$ cat config.mk
export PLATFORM = sky130hd
export DESIGN_NAME = wb_mem_ctrl_flat
export DESIGN_NICKNAME = d
export VERILOG_FILES = /design/src/rtl/wb_mem_ctrl_if.sv /design/src/rtl/wb_mem_ctrl.sv /design/src/flat_wrapper.sv
export SDC_FILE = /design/constraint.sdc
export NUM_CORES = 1
export LEC_CHECK = 0
export CORE_ASPECT_RATIO = 0.5
export CORE_MARGIN = 3
export CORE_UTILIZATION = 46
export CTS_CLUSTER_SIZE = 10
export DETAILED_ROUTE_END_ITERATION = 16
export GPL_TIMING_DRIVEN = 0
export PLACE_DENSITY = 0.89
export SLEW_MARGIN = 15
export SYNTH_ARGS = -nofsm -noshare
export SYNTH_HDL_FRONTEND = slang
export SYNTH_SLANG_ARGS = --single-unit
export TNS_END_PERCENT = 10
$ cat constraint.sdc
create_clock -name clk -period 2.8 [get_ports clk]
set_input_delay 0.56 -clock clk [delete_from_list [all_inputs] [get_ports clk]]
set_output_delay 0.56 -clock clk [all_outputs]
set_load 0.005 [all_outputs]
$ cat src/rtl/wb_mem_ctrl_if.sv
// Data-memory request/ready bus between the writeback sequencer (master) and data memory (slave).
interface wb_mem_ctrl_if #(
  parameter int WIDTH = 32
);
  logic             MemReq;
  logic             MemWE;
  logic [WIDTH-1:0] MemAddr;
  logic [WIDTH-1:0] ReadData;
  logic             MemReady;

  modport master (
    output MemReq,
    output MemWE,
    output MemAddr,
    input  ReadData,
    input  MemReady
  );

  modport slave (
    input  MemReq,
    input  MemWE,
    input  MemAddr,
    output ReadData,
    output MemReady
  );
endinterface

$ cat src/rtl/wb_mem_ctrl.sv
// Writeback/memory sequencer: ALU results pass through, loads/stores stall the core until MemReady or timeout.
// Optional WB_ZERO_WAIT_EN lets an access complete in the issuing IDLE cycle when MemReady is already high.
module wb_mem_ctrl #(
  parameter int WIDTH   = 32,
  parameter int TIMEOUT = 15
) (
  input  logic             clk,
  input  logic             reset,
  input  logic             Load,
  input  logic             Store,
  input  logic             RegWriteIn,
  input  logic [WIDTH-1:0] ALUResult,
  output logic             ResultSrc,
  output logic [WIDTH-1:0] Result,
  output logic             RegWrite,
  output logic             Stall,
  output logic             Fault,
  wb_mem_ctrl_if.master    mem
);

  localparam int CW = $clog2(TIMEOUT + 1);
  localparam logic [CW-1:0] CNT_LAST = CW'(TIMEOUT - 1);

  typedef enum logic [1:0] {
    S_IDLE,
    S_ACCESS,
    S_WRITEBACK,
    S_FAULT
  } state_t;

  state_t           state_q, state_d;
  logic             op_load_q, op_load_d;
  logic [WIDTH-1:0] mem_addr_q, mem_addr_d;
  logic [WIDTH-1:0] load_data_q, load_data_d;
  logic [CW-1:0]    cnt_q, cnt_d;

  logic             mem_req, mem_we, stall, reg_write, result_src, fault;
  logic [WIDTH-1:0] addr_out;

  always_comb begin
    state_d     = state_q;
    op_load_d   = op_load_q;
    mem_addr_d  = mem_addr_q;
    load_data_d = load_data_q;
    cnt_d       = cnt_q;
    mem_req     = 1'b0;
    mem_we      = 1'b0;
    addr_out    = mem_addr_q;
    stall       = 1'b0;
    reg_write   = 1'b0;
    result_src  = 1'b0;
    fault       = 1'b0;

    case (state_q)
      S_IDLE: begin
        if (Load && Store) begin
          stall   = 1'b1;
          state_d = S_FAULT;
        end else if (Load || Store) begin
          // Address goes out combinationally so the request starts in the issue cycle.
          mem_req    = 1'b1;
          mem_we     = Store;
          stall      = 1'b1;
          addr_out   = ALUResult;
          mem_addr_d = ALUResult;
          op_load_d  = Load;
          cnt_d      = '0;
`ifdef WB_ZERO_WAIT_EN
          if (mem.MemReady) begin
            if (Load) begin
              load_data_d = mem.ReadData;
              state_d     = S_WRITEBACK;
            end else begin
              state_d = S_IDLE;
            end
          end else begin
            state_d = S_ACCESS;
          end
`else
          state_d = S_ACCESS;
`endif
        end else begin
          reg_write = RegWriteIn;
        end
      end

      S_ACCESS: begin
        mem_req = 1'b1;
        mem_we  = ~op_load_q;
        stall   = 1'b1;
        cnt_d   = cnt_q + CW'(1);
        // A response on the last allowed cycle still completes normally.
        if (mem.MemReady) begin
          if (op_load_q) begin
            load_data_d = mem.ReadData;
            state_d     = S_WRITEBACK;
          end else begin
            state_d = S_IDLE;
          end
        end else if (cnt_q == CNT_LAST) begin
          state_d = S_FAULT;
        end
      end

      S_WRITEBACK: begin
        result_src = 1'b1;
        reg_write  = 1'b1;
        state_d    = S_IDLE;
      end

      S_FAULT: begin
        fault = 1'b1;
        stall = 1'b1;
      end

      default: state_d = S_IDLE;
    endcase

    if (reset) begin
      mem_req    = 1'b0;
      mem_we     = 1'b0;
      stall      = 1'b0;
      reg_write  = 1'b0;
      result_src = 1'b0;
      fault      = 1'b0;
    end
  end

  always_ff @(posedge clk) begin
    if (reset) begin
      state_q     <= S_IDLE;
      op_load_q   <= 1'b0;
      mem_addr_q  <= '0;
      load_data_q <= '0;
      cnt_q       <= '0;
    end else begin
      state_q     <= state_d;
      op_load_q   <= op_load_d;
      mem_addr_q  <= mem_addr_d;
      load_data_q <= load_data_d;
      cnt_q       <= cnt_d;
    end
  end

  assign mem.MemReq  = mem_req;
  assign mem.MemWE   = mem_we;
  assign mem.MemAddr = addr_out;
  assign Stall       = stall;
  assign RegWrite    = reg_write;
  assign ResultSrc   = result_src;
  assign Fault       = fault;
  assign Result      = result_src ? load_data_q : ALUResult;

endmodule

$ cat src/flat_wrapper.sv
// flat-port wrapper written by rule: the top's interface ports become plain ports
module wb_mem_ctrl_flat 
#(
  parameter int WIDTH   = 32,
  parameter int TIMEOUT = 15
)
  (clk, reset, Load, Store, RegWriteIn, ALUResult, ResultSrc, Result, RegWrite, Stall, Fault, mem_MemReq, mem_MemWE, mem_MemAddr, mem_ReadData, mem_MemReady);
  wb_mem_ctrl_if #(.WIDTH(WIDTH)) mem_i ();
  input  logic clk;
  input  logic reset;
  input  logic Load;
  input  logic Store;
  input  logic RegWriteIn;
  input  logic [WIDTH-1:0] ALUResult;
  output logic ResultSrc;
  output logic [WIDTH-1:0] Result;
  output logic RegWrite;
  output logic Stall;
  output logic Fault;
  output wire logic [$bits(mem_i.MemReq)-1:0] mem_MemReq;
  output wire logic [$bits(mem_i.MemWE)-1:0] mem_MemWE;
  output wire logic [$bits(mem_i.MemAddr)-1:0] mem_MemAddr;
  input wire logic [$bits(mem_i.ReadData)-1:0] mem_ReadData;
  input wire logic [$bits(mem_i.MemReady)-1:0] mem_MemReady;
  assign mem_MemReq = mem_i.MemReq;
  assign mem_MemWE = mem_i.MemWE;
  assign mem_MemAddr = mem_i.MemAddr;
  assign mem_i.ReadData = mem_ReadData;
  assign mem_i.MemReady = mem_MemReady;
  wb_mem_ctrl #(.WIDTH(WIDTH), .TIMEOUT(TIMEOUT)) u_core (.clk(clk), .reset(reset), .Load(Load), .Store(Store), .RegWriteIn(RegWriteIn), .ALUResult(ALUResult), .ResultSrc(ResultSrc), .Result(Result), .RegWrite(RegWrite), .Stall(Stall), .Fault(Fault), .mem(mem_i));
endmodule
==> impl_results.md <==
- Outcome: finished, final reports clean
- M3 GR Usage: 0.06485
- Synth area leaders: dfxtp_1 (42%), mux2_2 (15%), mux2_4 (8.8%)
- Routed vias: 3127
- Synth Register Bits: 71
- Arrival @ worst endpoint: 2.21 ns
- Max FO, Critical Path: 10
- CTS buffer count: 9
- WL/cell: 17.84 um
- Gate power share: 0.373
- Pwr Density: 746.9 nW/um2
- Largest net degree at the start of global routing: 13
- Clock Tree Buf Depth: 2
- Post-DP HPWL: 6843 um
- Slew HR: 0.6014
- VDD IR max: 0.0004163 V
- Placeable Area: 6910 um2
- Synth area leader: dfxtp_1
- Number of detailed-route iterations in the first pass: 4
- Synthesized area: 3400 um2
- Period utilisation layout: 0.9901
- Sw Pwr: 1.073 mW
- Initial core utilization: 0.4919
- Hold_buf cts: 0
- ANT cells: 0
- WS Path Type: flip-flop to output pin
- ANT nets after route: 0
- Root buffer cell: clkbuf_16
- Synthesized area per cell: 9.713 um2
- Yosys Warn Count: 0
- Worst setup EP type: output pin
- Nets: 586
- FMAX: 360.7 MHz
- Most Used Layer, Global Route: met2
- P_int: 2.939 mW
- Gr usage total: 0.2566
- Clock share of power: 0.334
- Die X-Extent: 127.6 um
- Final Util: 0.7773
- Final setup fails: 0
- Seq/Total Area, Yosys: 0.4181
- Ports: 140
- Unique masters post-synth: 30
- Met2 Usage GRT: 0.4634
- Vias in the first global route: 3292
- Commonest cells post-synth: dfxtp_1 (71), nand2_1 (67), mux2_2 (44), a21oi_1 (39), and2b_1 (28)
- Final setup margin: 0.02772 ns
- CTS tree: yes
- Pre-CTS setup slack: -0.7053 ns
- Count leader, synth: dfxtp_1
- Die ar.: 8520 um2
- GR Overflow Total: 0
- First DRT Iteration DRCs: 189
- Tmin final: 2.772 ns
- Die Height: 66.79 um
- Mapped Cells: 350
- # port buffers: 139
- Hold violation count in the final report: 0
- Worst Max-Slew Pin Slew: 0.5979 ns
- Vias per cell: 5.186
- Share of synthesized registers carrying an async set or reset: 0
- Clock slew seen by the registers of the worst setup and hold paths: 0.06 ns
- Worst Skew: 0.004002 ns
- Clk_lat worst skew: 0.33 ns
- Main flop type after synthesis: dfxtp_1
- RSZ-0062 raised after global routing: false
- Slew Viols, Final: 0
- Routability Congestion: 0.8731
- Critical path startpoint category: flip-flop
- Switching Share: 0.2675
- Static Leak: 2.304 nW
- Setup TNS: 0 ns
- Hold crit path type: flip-flop to flip-flop
- WP data required: 2.24 ns
- Share of the synthesized area in the top cell type: 0.4181
- Clock sink count: 71
- Remaining DRCs: 0
- Max-cap violation count: 0
- H-tree depth: 3
- M1 GR Usage: 0.2895
- Share of cells above drive strength 1: 0.2172
- EDFF count, synth: 0
- Routed Wire Length: 10760 um
- FP Rows: 21
- Register share of total power: 0.293
- First-pass GRT wire length: 16860 um
- Syn Nets: 430
- Layout Area Growth over Synthesis: 58.01%
- Antenna violations before repair: 0
-- sequential cells by signal, summed over array words and instances (netlist names) --
signal and count:
u_core.load_data_q 32, u_core.mem_addr_q 32, u_core.cnt_q 4, u_core.state_q 2
u_core.op_load_q 1
-- worst max-delay path, cell delays in order, from the launching register on --
cell	delay, ns
dfxtp_2	0.37
inv_2	0.07
ha_1	0.27
nand2b_4	0.14
buf_6	0.18
mux2_2	0.36
clkdlybuf4s50_1	0.49
-- power by group through the flow --
| stage | Sequential, mW | Clock (mW) | Combinational (mW) |
|---|---|---|---|
| 2_1_floorplan | 1.18 | 0 | 0.759 |
| 3_3_place_gp | 1.18 | 0 | 1.41 |
| 3_5_place_dp | 1.19 | 0 | 1.42 |
| 4_1_cts | 1.17 | 1.34 | 1.48 |
| 5_1_grt | 1.19 | 1.39 | 1.59 |
| 6_report | 1.18 | 1.34 | 1.50 |
-- per-stage QoR --
stage	area, um2	cells	hold slack [ns]	power [mW]
3_5_place_dp	4906	581	0.4448	2.608
2_1_floorplan	3400	350	0.4338	1.934
5_1_grt	5371	603	0.4762	4.172
3_3_place_gp	4906	581	0.4407	2.590
4_1_cts	5380	602	0.4526	3.994
6_report	5371	603	0.4519	4.012
-- logic make-up after synthesis --
group                      share of synthesized area
AOI/OAI and AO/OA                            0.07803
adders and majority gates                    0.03681
buffers and inverters                        0.04306
DFF                                           0.4181
muxes                                         0.2400
and+or+nand+nor                               0.1840
-- layer usage --
metal  share of wire  wire (um)
met3           0.056        604
met1            0.41       4376
met2            0.50       5409
met4           0.034        367
met5               0          0
-- layout make-up --
cell class / count / area, um2
buffer: 22 / 152.6
clock buffer: 11 / 252.7
clock inverter: 5 / 103.9
fill: 439 / 1539
inverter: 9 / 33.78
multi-input combinational: 247 / 1877
sequential: 71 / 1423
tap: 92 / 115.1
timing repair buffer: 146 / 1414
-- path summary, 6_finish.rpt --
path / slack, ns / start / depth (start not counted) / end
setup reg to reg: 0.75 / u_core.state_q[1]$_SDFFE_PP0P_ / 7 / u_core.load_data_q[3]$_SDFFE_PP0P_
hold reg to reg: 0.45 / u_core.load_data_q[12]$_SDFFE_PP0P_ / 2 / u_core.load_data_q[12]$_SDFFE_PP0P_
setup / recovery: 0.03 / u_core.state_q[0]$_SDFFE_PP0P_ / 6 / Result[16]
hold / removal: 0.45 / u_core.load_data_q[12]$_SDFFE_PP0P_ / 2 / u_core.load_data_q[12]$_SDFFE_PP0P_
-- repair_timing --
action | in CTS | in global routing
buffers inserted | 5 | 1
pin swaps | 1 | 0
resized for setup | 68 | 7
setup endpoints to repair | 69 | 40
gates cloned | 1 | 0
-- cell usage in the layout, fill, tap and decap left out, types with 2 or more instances in the layout --
cell and count:
a21oi_1 39, and2b_1 28, buf_12 2, buf_4 5, buf_6 4, bufinv_16 3, clkbuf_1 13, clkbuf_16 9
clkbuf_2 6, clkbuf_8 2, clkdlybuf4s50_1 103, dfxtp_1 70, dlygate4sd2_1 30, ha_1 7, ha_4 3, inv_1 6
inv_2 3, mux2_2 44, mux2_4 20, mux2i_1 2, nand2_1 67, nand2b_1 2, nand3_1 4, nor2_1 8
nor2b_1 7, o21ai_0 2
Power figures use the tool's default switching activity.
